`src/rtl/clock_mode_ctrl.sv`:
```
// -----------------------------------------------------------------------------
// clock_mode_ctrl
//   Key-driven mode controller for a digital clock. Two raw, bouncy,
//   active-low keys (MODE, INC) are synchronized and debounced. Their press
//   events step a NORMAL -> ADJ_HOUR -> ADJ_MIN -> NORMAL state machine.
//   While adjusting, the FSM issues increment pulses, blinks the digits being
//   adjusted, and falls back to NORMAL after TIMEOUT_S idle seconds.
//
// Parameters
//   DB_CYCLES  clocks a synchronized key level must disagree with the
//              debounced level before it is accepted
//   TIMEOUT_S  sec_tick count without a key event before an adjust state exits
//
// Ports
//   clk        system clock, rising edge
//   rst        asynchronous active-high reset
//   key_mode   raw MODE key, active-low, asynchronous to clk
//   key_inc    raw INC key, active-low, asynchronous to clk
//   sec_tick   one-clock pulse per second
//   mode       00 NORMAL, 01 ADJ_HOUR, 10 ADJ_MIN
//   run_en     time counter advance enable (1 only in NORMAL)
//   hour_inc   one-clock pulse: increment hours
//   min_inc    one-clock pulse: increment minutes
//   sec_clr    one-clock pulse: clear seconds (on ADJ_MIN -> NORMAL by MODE)
//   blink_mask per-digit blank request, [5:4] hours, [3:2] minutes, [1:0] secs
// -----------------------------------------------------------------------------
module clock_mode_ctrl #(
  parameter int DB_CYCLES = 4,
  parameter int TIMEOUT_S = 10
) (
  input  logic       clk,
  input  logic       rst,
  input  logic       key_mode,
  input  logic       key_inc,
  input  logic       sec_tick,
  output logic [1:0] mode,
  output logic       run_en,
  output logic       hour_inc,
  output logic       min_inc,
  output logic       sec_clr,
  output logic [5:0] blink_mask
);

  localparam int DBW = $clog2(DB_CYCLES + 1);
  localparam int IDW = $clog2(TIMEOUT_S + 1);
  localparam logic [DBW-1:0] DB_LAST = DBW'(DB_CYCLES - 1);
  localparam logic [IDW-1:0] IDLE_MAX = IDW'(TIMEOUT_S);

  typedef enum logic [1:0] {
    ST_NORMAL   = 2'b00,
    ST_ADJ_HOUR = 2'b01,
    ST_ADJ_MIN  = 2'b10
  } state_t;

  // Key index 0 = MODE, 1 = INC.
  logic [1:0]     keys;
  logic [1:0]     sync1, sync2, db_lvl, press;
  logic [DBW-1:0] db_cnt [2];

  assign keys = {key_inc, key_mode};

  // Synchronizer + debouncer. The press pulse is registered on the same edge
  // the debounced level falls, so the FSM reacts one clock later.
  // NOTE: every register in this file uses non-blocking assignments so all
  // flops sample pre-edge values; blocking here would collapse the sync chain.
  always_ff @(posedge clk or posedge rst) begin
    if (rst) begin
      sync1  <= '1;
      sync2  <= '1;
      db_lvl <= '1;
      press  <= '0;
      for (int k = 0; k < 2; k++) db_cnt[k] <= '0;
    end else begin
      sync1 <= keys;
      sync2 <= sync1;
      for (int k = 0; k < 2; k++) begin
        press[k] <= 1'b0;
        if (sync2[k] == db_lvl[k]) begin
          db_cnt[k] <= '0;
        end else if (db_cnt[k] == DB_LAST) begin
          db_lvl[k] <= sync2[k];
          db_cnt[k] <= '0;
          press[k]  <= ~sync2[k];  // only the 1->0 edge is an event
        end else begin
          db_cnt[k] <= db_cnt[k] + 1'b1;
        end
      end
    end
  end

  logic mode_ev, inc_ev;
  assign mode_ev = press[0];
  assign inc_ev  = press[1];

  function automatic logic [5:0] mask_for(input state_t s, input logic ph);
    logic [5:0] m;
    m = 6'b000000;
    if (ph) begin
      if (s == ST_ADJ_HOUR) m = 6'b110000;
      else if (s == ST_ADJ_MIN) m = 6'b001100;
    end
    return m;
  endfunction

  state_t         state;
  logic [IDW-1:0] idle_cnt;
  logic           blink_phase;
  logic           phase_nxt;

  assign mode      = state;
  assign phase_nxt = blink_phase ^ sec_tick;

  // Mode FSM with registered outputs. blink_mask is computed from the
  // post-edge state/phase so it changes on the same edge as blink_phase.
  always_ff @(posedge clk or posedge rst) begin
    if (rst) begin
      state       <= ST_NORMAL;
      idle_cnt    <= '0;
      blink_phase <= 1'b0;
      run_en      <= 1'b1;
      hour_inc    <= 1'b0;
      min_inc     <= 1'b0;
      sec_clr     <= 1'b0;
      blink_mask  <= '0;
    end else begin
      hour_inc <= 1'b0;
      min_inc  <= 1'b0;
      sec_clr  <= 1'b0;
      case (state)
        ST_NORMAL: begin
          idle_cnt    <= '0;
          blink_phase <= 1'b0;
          blink_mask  <= '0;
          run_en      <= 1'b1;
          if (mode_ev) begin
            state  <= ST_ADJ_HOUR;
            run_en <= 1'b0;
          end
        end
        ST_ADJ_HOUR, ST_ADJ_MIN: begin
          if (mode_ev) begin
            // MODE wins over a coincident INC, which is simply dropped.
            idle_cnt    <= '0;
            blink_phase <= 1'b0;
            blink_mask  <= '0;
            if (state == ST_ADJ_HOUR) begin
              state  <= ST_ADJ_MIN;
              run_en <= 1'b0;
            end else begin
              state   <= ST_NORMAL;
              run_en  <= 1'b1;
              sec_clr <= 1'b1;
            end
          end else if (!inc_ev && idle_cnt == IDLE_MAX) begin
            // Silent timeout: no sec_clr, no increment.
            state       <= ST_NORMAL;
            run_en      <= 1'b1;
            idle_cnt    <= '0;
            blink_phase <= 1'b0;
            blink_mask  <= '0;
          end else begin
            if (inc_ev) begin
              idle_cnt <= '0;
              if (state == ST_ADJ_HOUR) hour_inc <= 1'b1;
              else min_inc <= 1'b1;
            end else if (sec_tick && idle_cnt != IDLE_MAX) begin
              idle_cnt <= idle_cnt + 1'b1;
            end
            blink_phase <= phase_nxt;
            blink_mask  <= mask_for(state, phase_nxt);
          end
        end
        default: begin
          state       <= ST_NORMAL;
          run_en      <= 1'b1;
          idle_cnt    <= '0;
          blink_phase <= 1'b0;
          blink_mask  <= '0;
        end
      endcase
    end
  end

endmodule

```
`config.mk`:
```
export PLATFORM = sky130hd
export DESIGN_NAME = clock_mode_ctrl
export DESIGN_NICKNAME = d
export VERILOG_FILES = /design/src/rtl/clock_mode_ctrl.sv
export SDC_FILE = /design/constraint.sdc
export NUM_CORES = 1
export LEC_CHECK = 0
export CORE_ASPECT_RATIO = 1.75
export CORE_UTILIZATION = 40
export CTS_CLUSTER_DIAMETER = 100
export CTS_CLUSTER_SIZE = 25
export DETAILED_ROUTE_END_ITERATION = 8
export HOLD_SLACK_MARGIN = 0.06
export SLEW_MARGIN = 20
export SYNTH_ARGS = -nofsm -noshare
export SYNTH_HDL_FRONTEND = slang
export SYNTH_SLANG_ARGS = --single-unit
```
`constraint.sdc`:
```
create_clock -name clk -period 1.6 [get_ports clk]
set_input_delay 0.32 -clock clk [delete_from_list [all_inputs] [get_ports clk]]
set_output_delay 0.32 -clock clk [all_outputs]
set_load 0.05 [all_outputs]
```
# Yosys cells after proc, flatten, opt, wreduce, memory -nomap -nowiden
# Cells that the tools add are included.
[word_totals]
regBits = 31
in_bits = 5
out_inout_bits = 12
elab_cells = 85
[op_classes]
n_addsub = 3
eq_ne = 11
muxes = 43
n_bitwise = 5
reduce_logical = 8
[ops]
columns = ["op", "count"]
rows = [
  ["6-bit 2-to-1 mux", 5],
  ["4-bit 2-to-1 mux", 6],
  ["1-bit 2-to-1 mux", 22],
  ["3-bit 2-to-1 mux", 4],
  ["2-bit 2-to-1 mux", 4],
  ["3-bit by 1-bit adder with 3-bit output (second input constant)", 2],
  ["3-bit by 2-bit equality test with 1-bit output (second input constant)", 2],
  ["2-bit AND reduction", 3],
  ["5-bit inequality test (second input constant)", 1],
  ["4-bit by 1-bit adder with 4-bit output (second input constant)", 1],
  ["4-bit equality test (second input constant)", 1],
  ["4-bit inequality test (second input constant)", 1],
  ["1-bit NOT", 4],
  ["2-bit one-hot mux with 2 select lines", 1],
  ["3-bit inequality test (second input constant)", 1],
  ["1-bit equality test", 2],
  ["2-bit by 1-bit equality test with 1-bit output (second input constant)", 1],
  ["2-bit equality test (second input constant)", 1],
  ["1-bit logical AND", 2],
  ["2-bit logical NOT", 1],
  ["2-bit inequality test (second input constant)", 1],
  ["1-bit one-hot mux with 2 select lines", 1],
  ["2-bit OR reduction", 1],
  ["1-bit logical NOT", 1],
  ["1-bit XOR", 1],
]

# Logic depth before layout (Yosys ltp)
# Gate-level depths: netlist (run 1).
[logic_depth]
ltp_word = 7
ltp_mapped = 5
ltp_nobuf = 5

# Least setup slack after synthesis (run 1)
# Ideal clock, no wire load.
[synth_path]
kind = "register to register"
start = "register state[1], in the netlist mode[1]"
end = "register state[0], in the netlist mode[0]"
setup_time_ps = 125
arrival_time_ps = 1692
slack_ps = -218
stages_incl_launch_ff = 6
cell_sequence = "dfrtp_1 inv_1 ha_1 nand2b_2 o22ai_2 mux2_4"
[synth_between]
elab_chain_len = 4
[synth_lines]
columns = ["element", "line_no", "text"]
rows = [
  ["start, declared", "105", "state_t state;"],
  ["start signal, assigned", "117", "state <= ST_NORMAL;"],
  ["start signal, assigned", "136", "state <= ST_ADJ_HOUR;"],
  ["start signal, assigned", "147", "state <= ST_ADJ_MIN;"],
  ["2-bit by 1-bit equality test with 1-bit output / 2-bit equality test (equally long branches)", "129", "case (state)"],
  ["2-bit OR reduction", "129", ""],
  ["3-bit inequality test (no line)", "n/a", ""],
  ["2-bit AND reduction (no line)", "n/a", ""],
]
# Several ways; a longest one is shown, not always the timed one.
# A chain may end at the register's enable or synchronous reset.

# Final worst setup path (run 1)
[layout_path]
start = "register idle_cnt[0]"
end = "register state[0], in the netlist mode[0]"
[layout_between]
elab_chain_len = 4
[layout_lines]
columns = ["element", "line_no", "text"]
rows = [
  ["start, declared", "106", "logic [IDW-1:0] idle_cnt;"],
  ["start signal, assigned", "167", "idle_cnt <= idle_cnt + 1'b1;"],
  ["4-bit equality test", "154", "end else if (!inc_ev && idle_cnt == IDLE_MAX) begin"],
  ["1-bit logical AND", "154", ""],
  ["3-bit inequality test (no line)", "n/a", ""],
  ["2-bit AND reduction (no line)", "n/a", ""],
  ["end signal, assigned", "150", "state <= ST_NORMAL;"],
  ["end signal, assigned", "156", "state <= ST_NORMAL;"],
  ["end signal, assigned", "174", "state <= ST_NORMAL;"],
]
# No other way between the ends.

==> run metrics, run 1 <==
skew final 8.95 ps; H-tree levels 1; via count 702; Clock Latency Late Sink 280 ps; leakage 0.679 nW; reg2reg path depth 5; core region area roughly 2700 um2; status finished, final reports clean; setup_tns 0 ps; final non-filler cell total 137; number of max-cap violations 0; DR vias/cell 5.12; most frequent cell after synthesis dfrtp_1; row count 25; top cells by count, synth 20 x dfrtp_1, 8 x ha_1, 7 x dfstp_2; Die H about 73 um; Layout Nets 124; Die Wd 42.7 um; Setup CP Type flip-flop to flip-flop; vias in the first global route 712; Critical Path Sink Type flip-flop; full die area 3130 um2; Hold Path Stages 0; num ports 17; start of the worst register-to-register path idle_cnt[0]; leading area contributor after synthesis dfrtp_1; Reg clk slew, reported paths 100 ps; flip-flop and latch area around 690 um2; Area Growth Syn to Fin 20.8%; drt wl/cell 12.9 um; share of layout cells above drive strength 1 0.345; clock sink count 27; RR Endpoint mode[0]; Cells after DPL 132; Pins Over Slew Limit 0; antenna violations before repair 0; Main synth FF type dfrtp_1; crit share post-route 0.942; R2R setup slack 90 ps; TritonRoute pass-1 iters 4; VDD IR max 0.000791 V; Netlist cell types 30; initial core utilization 0.427; Synth top area share 0.431; WP data arrival 1670 ps; Residual DRC 0; half-perimeter wire length after placement 1.36 mm; Min-Delay Path Class flip-flop to flip-flop; grt total ovfl 0; Final Hold Vio Count 0; CTS tree built; Data required, critical path 1770 ps; Root Buffer clkbuf_8; Bufs on Longest Clock Path 2; largest net degree at the start of global routing 28; Hold Path Sink sync2[1]; drt first-iter violations 6; total of warnings raised by yosys 0; endpoints failing setup 0; Inserted Clock Buffers 3; Post-Syn Area ~1200 um2; total wire length 1.76 mm; FF+latch count, synth 27; hold path startpoint sync1[1]; CTS Hold Buffers Added 0; Worst setup SP type flip-flop; Post-Syn Instances 91; upper clock frequency limit 664 MHz; top post-synthesis cells by area dfrtp_1 43%, dfstp_2 16%, ha_1 8.6%, xnor2_1 3.0%, buf_4 2.6%; multi-input combinational cell area 427 um2; global-route wire length before repair between 3 and 4 mm; register area share after synthesis 0.589; total track usage 0.134; power density over the cells 1590 nW/um2; crit path time final 1510 ps; Fillers 252; Post-synth EDFFs 0; average cell area after synthesis 12.8 um2; routability cong. 0.846; diode count 0; CP Max Fanout 4; PortBufs 14; post_cts resized 0; Routed Antenna Nets 0; Async SR Flop Fraction 1.00; RSZ-0062 raised after global routing no
## cell type report
| class | instances | area share |
|---|---|---|
| repair buffers | 19 | 0.136 |
| clock buffers | 3 | 0.0294 |
| flip-flops and latches | 27 | 0.490 |
| clock inverters | 1 | 0.00357 |
| multi-input cells | 55 | 0.304 |
| inverters | 5 | 0.0134 |
| well taps | 27 | 0.0241 |
## worst max path at each step
stage	end	depth (start not counted)	from	slack, ps
2_1_floorplan	mode[0]	5	mode[1]	0.005
3_3_place_gp	mode[0]	5	idle_cnt[0]	90
3_5_place_dp	mode[0]	5	idle_cnt[0]	80
4_1_cts	mode[0]	5	idle_cnt[0]	60
5_1_grt	idle_cnt[1]	5	mode[0]	0.4
6_report	mode[0]	5	idle_cnt[0]	90
## flip-flops by register name, indices dropped and copies added, names as in the netlist
signal / flops
sec_clr: 1
hour_inc: 1
blink_phase: 1
min_inc: 1
sync2: 2
run_en: 1
press: 2
blink_mask: 2
mode: 2
sync1: 2
db_lvl: 2
db_cnt: 6
idle_cnt: 4
## worst max-delay path, cell delays in order (launching register included)
cell,delay [ps]
dfrtp_1,400
inv_1,60
ha_1,200
and4bb_2,270
o22ai_2,150
mux2_4,320
## layer usage
metal	GRT usage	share of wire	vias up
li1	-	-	335
met1	0.160	0.39	351
met3	0.0221	0.029	4
met5	0	0	-
met4	0.0521	0.016	0
met2	0.236	0.57	12
## per-stage QoR
step	hold WS (ps)	util	setup WS, ps	total power [mW]	area [um2]
finish	360	0.515	93.3	2.23	1400
floorplan	324	-	0.00511	1.58	1170
detailed placement	348	0.496	78.2	1.86	1350
CTS	362	0.513	58.0	2.25	1400
global route	364	0.515	0.431	2.39	1400
global placement	346	0.496	88.4	1.84	1350
## kinds of logic after synthesis
kind of cell               share of synthesized area
xor gates and xnor gates                      0.0377
AOI/OAI and AO/OA                             0.0409
muxes                                         0.0323
and+or+nand+nor                                0.164
adders and majority gates                     0.0862
DFF                                            0.589
buffers and inverters                         0.0463
other                                        0.00323
## cells in the final DEF (no fill, tap or decap), types with 4 or more instances in the layout
master / instances
buf_4: 12
clkdlybuf4s50_1: 4
dfrtp_1: 18
dfstp_2: 7
ha_1: 8
nand2_1: 5
nor2_1: 5
nor2b_1: 4
nor3b_1: 4
xnor2_1: 4
## timing repair
action | CTS | global route
setup buffers | 0 | 1
setup endpoints to repair | 0 | 1
endpoints found under the hold margin | 0 | 0
## power breakdown
part	internal [mW]	switching (mW)	total, mW
clock network	0.175	0.211	0.386
registers	0.854	0.0974	0.952
logic	0.414	0.482	0.896
Note: power is estimated with default switching activity, not from simulation.
==> run 2, diff against run 1 <==
==> constraint.sdc (replaced) <==
create_clock -name clk -period 1.5 [get_ports clk]
set_input_delay 0.3 -clock clk [delete_from_list [all_inputs] [get_ports clk]]
set_output_delay 0.3 -clock clk [all_outputs]
set_load 0.05 [all_outputs]
==> run 2 against run 1 <==
Clock skew is essentially flat. Combinational power grew 26%. Design area grew 11%. Largest power group is now combinational logic. Largest cell class unchanged. Sequential power grew 7%. Clock power grew 4%. Critical path depth is the same. Routed wire length grew 1.2%. Total power grew 14%. Cell count grew 2.2%. Sequential share of layout area shrank 4.7 points.
==> run metrics, run 2 (synthesized netlist as in run 1, its figures left out) <==
status finished, final reports clean; drt wl/cell 12.7 um; upper clock frequency limit 700 MHz; clock sink count 27; metal3 WL 32 um; share of layout cells above drive strength 1 0.389; CTS tree built; largest registers db_cnt x6, idle_cnt x4; Critical Path Max Stage Delay 350 ps; Bufs on Longest Clock Path 2; reg2reg path depth 5; endpoints failing setup 0; number of max-cap violations 0; largest net degree at the start of global routing 16; TritonRoute pass-1 iters 4; Max Used Layer met4; most frequent cells in the layout 18 x dfrtp_1, 11 x buf_12, 7 x ha_1, 7 x dfstp_2, 7 x buf_4; Data required, critical path ~1700 ps; multi-input combinational cell area 454 um2; Reg clk slew, reported paths 90 ps; H-tree levels 1; half-perimeter wire length after placement ~1.5 mm; total track usage 0.134; vias in the first global route between 700 and 800; Area Growth Syn to Fin 33.7%; hold slack 266 ps; flip-flop and latch area roughly 690 um2; Biggest register db_cnt; power density over the cells 1640 nW/um2; slowest cell on the critical path dfrtp_1; Setup crit start idle_cnt[0]; VDD IR max roughly 0.0009 V; critical-path cell list inv_1, ha_1, and4bb_2, o22ai_2, mux2_4; RSZ-0062 raised after global routing no; RR Endpoint mode[0]; Worst setup SP type flip-flop; row count 25; start of the worst register-to-register path idle_cnt[0]; setup_tns 0 ps; leakage 0.727 nW; via count 699; Layout Nets 127; diode count 0; Fillers 232; drt first-iter violations 10; Residual DRC 0; initial core utilization 0.427; max reg flops 6; Root Buffer clkbuf_8; crit path time final 1430 ps; CP Max Fanout 2; WL met2 roughly 1.1 mm; commonest non-fill, non-tap cell in the layout dfrtp_1; Clock Latency Late Sink around 270 ps; core region area 2720 um2; PortBufs 14; Final Hold Vio Count 0; Routed Antenna Nets 0; WP data arrival roughly 1600 ps; CTS Hold Buffers Added 0; antenna violations before repair 0; routability cong. 0.733; num ports 17; Setup CP Type flip-flop to flip-flop; R2R setup slack 70 ps; Critical Path Sink Type flip-flop; crit share post-route 0.953; global-route wire length before repair 3.18 mm; DR vias/cell 4.99; M1 WL 623 um; total wire length 1.78 mm; Inserted Clock Buffers 3; Min-Delay Path Class input port to asynchronous set/reset pin; Die H 73.3 um; Die Wd 42.7 um; Pins Over Slew Limit 0; full die area 3130 um2; skew final just over 9 ps; grt total ovfl 0
## run 2: report_power, final
group	switching, mW	internal [mW]	total [mW]	leakage, nW
clock network	0.217	0.186	0.403	0.0255
logic	0.561	0.567	1.13	0.361
registers	0.109	0.912	1.02	0.340
total	0.886	1.66	2.55	0.727
## run 2: what timing repair did
action / 4_1_cts / 5_1_grt
endpoints found under the setup margin: 0 / 2
buffers inserted: 0 / 1
resized for setup: 0 / 1
## run 2: critical path: cells and delay by family, from the launching register on
family          cells  cell delay (ps)
fa+ha+maj           1              200
flops               1              350
mux                 1              310
simple gates        1              250
buf+inv             1               50
compound gates      1              170
## run 2: layer usage
metal,vias to the layer above,global-route usage
met5,-,0
met4,0,0.0625
met3,4,0.0147
met2,10,0.259
met1,349,0.136
li1,336,-
## run 2: per-stage QoR
step / std cells / worst slack (ps) / instance area, um2 / total power, mW / util
3_5_place_dp: 135 / 56.3 / 1490 / 2.14 / 0.549
6_report: 140 / 70.9 / 1550 / 2.55 / 0.571
4_1_cts: 139 / 44.0 / 1540 / 2.55 / 0.566
5_1_grt: 140 / 0.642 / 1550 / 2.70 / 0.571
3_3_place_gp: 135 / 93.4 / 1490 / 2.10 / 0.549
2_1_floorplan: 92 / -31.2 / 1190 / 1.74 / -
## run 2: area by class of cell
class | count | share of cell area
multi-input combinational | 55 | 0.293
inverter | 5 | 0.0121
tap | 27 | 0.0218
clock inverter | 1 | 0.00322
timing repair buffer | 22 | 0.201
clock buffer | 3 | 0.0266
sequential | 27 | 0.442
## run 2: worst max-delay path by stage
stage | end | slack (ps) | depth (start not counted)
CTS | mode[0] | 40 | 4
detailed placement | mode[0] | 60 | 4
floorplan | mode[0] | -30 | 5
global route | idle_cnt[1] | 0.6 | 5
global placement | mode[0] | 90 | 4
finish | mode[0] | 70 | 5
==> run 3, diff against run 2 <==
--- a/config.mk
+++ b/config.mk
@@ -5,12 +5,15 @@
 export SDC_FILE = /design/constraint.sdc
 export NUM_CORES = 1
 export LEC_CHECK = 0
+export CELL_PAD_IN_SITES_DETAIL_PLACEMENT = 2
+export CELL_PAD_IN_SITES_GLOBAL_PLACEMENT = 2
 export CORE_ASPECT_RATIO = 1.75
-export CORE_UTILIZATION = 40
+export CORE_UTILIZATION = 32
 export CTS_CLUSTER_DIAMETER = 100
 export CTS_CLUSTER_SIZE = 25
 export DETAILED_ROUTE_END_ITERATION = 8
 export HOLD_SLACK_MARGIN = 0.06
+export PLACE_DENSITY_LB_ADDON = 0.1
 export SLEW_MARGIN = 20
 export SYNTH_ARGS = -nofsm -noshare
 export SYNTH_HDL_FRONTEND = slang
==> constraint.sdc (replaced) <==
create_clock -name clk -period 1.21 [get_ports clk]
set_input_delay 0.242 -clock clk [delete_from_list [all_inputs] [get_ports clk]]
set_output_delay 0.242 -clock clk [all_outputs]
set_load 0.05 [all_outputs]
==> run 3 against run 2 <==
The run now ends with setup timing left. Clock power up 29%. Via count up 13%. Routed wire length up 53%. Clock-buffer cell count unchanged. Combinational power up 72%. Die area up 24%. Design area up 14%. Sequential power up 25%. Sequential share of layout area down 5.4 points.
==> run metrics, run 3 (synthesized netlist as in run 1, its figures left out) <==
grt total ovfl 0; Max Used Layer met4; reg2reg path depth 5; crit path time final between 1000 and 1500 ps; RR Endpoint mode[0]; Fillers 362; drt first-iter violations 2; Clock Latency Late Sink 280 ps; endpoints failing setup 14; number of max-cap violations 0; Residual DRC 0; vias in the first global route 930; multi-input combinational cell area about 530 um2; antenna violations before repair 0; H-tree levels 1; num ports 17; status complete, but fails checks; Setup CP Type flip-flop to flip-flop; Cells after DPL 163; Die Wd approximately 48 um; max reg flops 6; final worst slack -213 ps; initial core utilization 0.338; largest registers db_cnt x6, idle_cnt x4; Critical Path Sink Type flip-flop; total track usage 0.162; final core occ 0.515; crit share post-route 1.18; routability cong. a little under 0.7; CP Max Fanout 2; slowest cell on the critical path dfrtp_1; VDD IR max 0.00110 V; M1 WL between 800 and 900 um; Routed Antenna Nets 0; most frequent cells in the layout 19 x buf_4, 18 x dfrtp_1, 11 x buf_12, 7 x dfstp_2, 5 x nor2_1; full die area between 3000 and 4000 um2; share of layout cells above drive strength 1 0.551; RSZ-0062 raised after global routing yes; Total Power about 3.7 mW; Critical Path Max Stage Delay 380 ps; flip-flop and latch area 687 um2; start of the worst register-to-register path idle_cnt[0]; Post-DP Area 1600 um2; Die H 81.7 um; final non-filler cell total between 150 and 200; Root Buffer clkbuf_8; diode count 0; CTS tree built; Worst setup SP type flip-flop; leakage roughly 0.79 nW; PortBufs 14; upper clock frequency limit 703 MHz; commonest non-fill, non-tap cell in the layout buf_4; skew final 5.65 ps; Final Hold Vio Count 0; largest net degree at the start of global routing 28; Reg clk slew, reported paths roughly 90 ps; Data required, critical path 1370 ps; row count 28; core region area 3430 um2; Area Growth Syn to Fin 52.3%; drt wl/cell 15.9 um; clock sink count 27; hold slack 286 ps; Bufs on Longest Clock Path 2; Inserted Clock Buffers 3; Biggest register db_cnt; metal3 WL 61 um; WL met2 roughly 1.8 mm; WP data arrival 1590 ps; R2R setup slack -210 ps; final instance area 1770 um2; total wire length 2.73 mm; TritonRoute pass-1 iters 4; half-perimeter wire length after placement 2.09 mm; critical-path cell list inv_1, ha_2, and4bb_2, o22ai_4, mux2_4; Layout Nets 141; via count 790; pre-CTS setup slack -248 ps; setup_tns -1140 ps; Min-Delay Path Class input port to asynchronous set/reset pin; DR vias/cell 4.59; power density over the cells between 2000 and 2500 nW/um2; Pins Over Slew Limit 0; global-route wire length before repair 4.22 mm; failing checks setup timing
run 3: changes by cell type in the layout (fill, tap and decap cells not counted), sizes merged:
cell      previous run  this run
clkinvlp             0         1
buf                 18        32
clkinv               1         0
run 3: what timing repair did:
item / CTS / global route
buffers inserted: 6 / 4
setup endpoints to repair: 15 / 20
hold buffers: 0 / 0
gates resized for setup: 10 / 11
pin swaps: 5 / 3
run 3: how the worst max path moves through the flow:
stage | to | startpoint
detailed placement | mode[0] | idle_cnt[0]
finish | mode[0] | idle_cnt[0]
floorplan | mode[0] | mode[1]
global placement | idle_cnt[2] | sec_tick
CTS | mode[0] | idle_cnt[0]
global route | mode[0] | idle_cnt[0]
run 3: metal layers:
layer	track usage	vias up
met1	0.137	403
met5	0	-
met2	0.322	14
li1	-	366
met3	0.0264	7
met4	0.0833	0
run 3: report_power, final:
group,switching (mW),internal [mW],total [mW]
Sequential,0.144,1.13,1.27
Clock,0.286,0.234,0.520
Combinational,0.895,1.04,1.94
Total,1.33,2.41,3.73
run 3: worst max-delay path: cells and delay by family, from the launching register on:
family / cells / cell delay, ps
adder cells (fa/ha/maj): 1 / 170
AND/OR/NAND/NOR: 1 / 290
AO/OA/AOI/OAI: 1 / 90
flip-flops: 1 / 380
multiplexers: 1 / 310
buffers and inverters: 1 / 60
run 3: area by class of cell:
class                           count  share of cell area
Clock buffer                        3              0.0234
Inverter                            5              0.0106
Tap cell                           45              0.0318
Multi-Input combinational cell     55               0.301
Timing Repair Buffer               36               0.241
Clock inverter                      1             0.00425
Sequential cell                    27               0.389
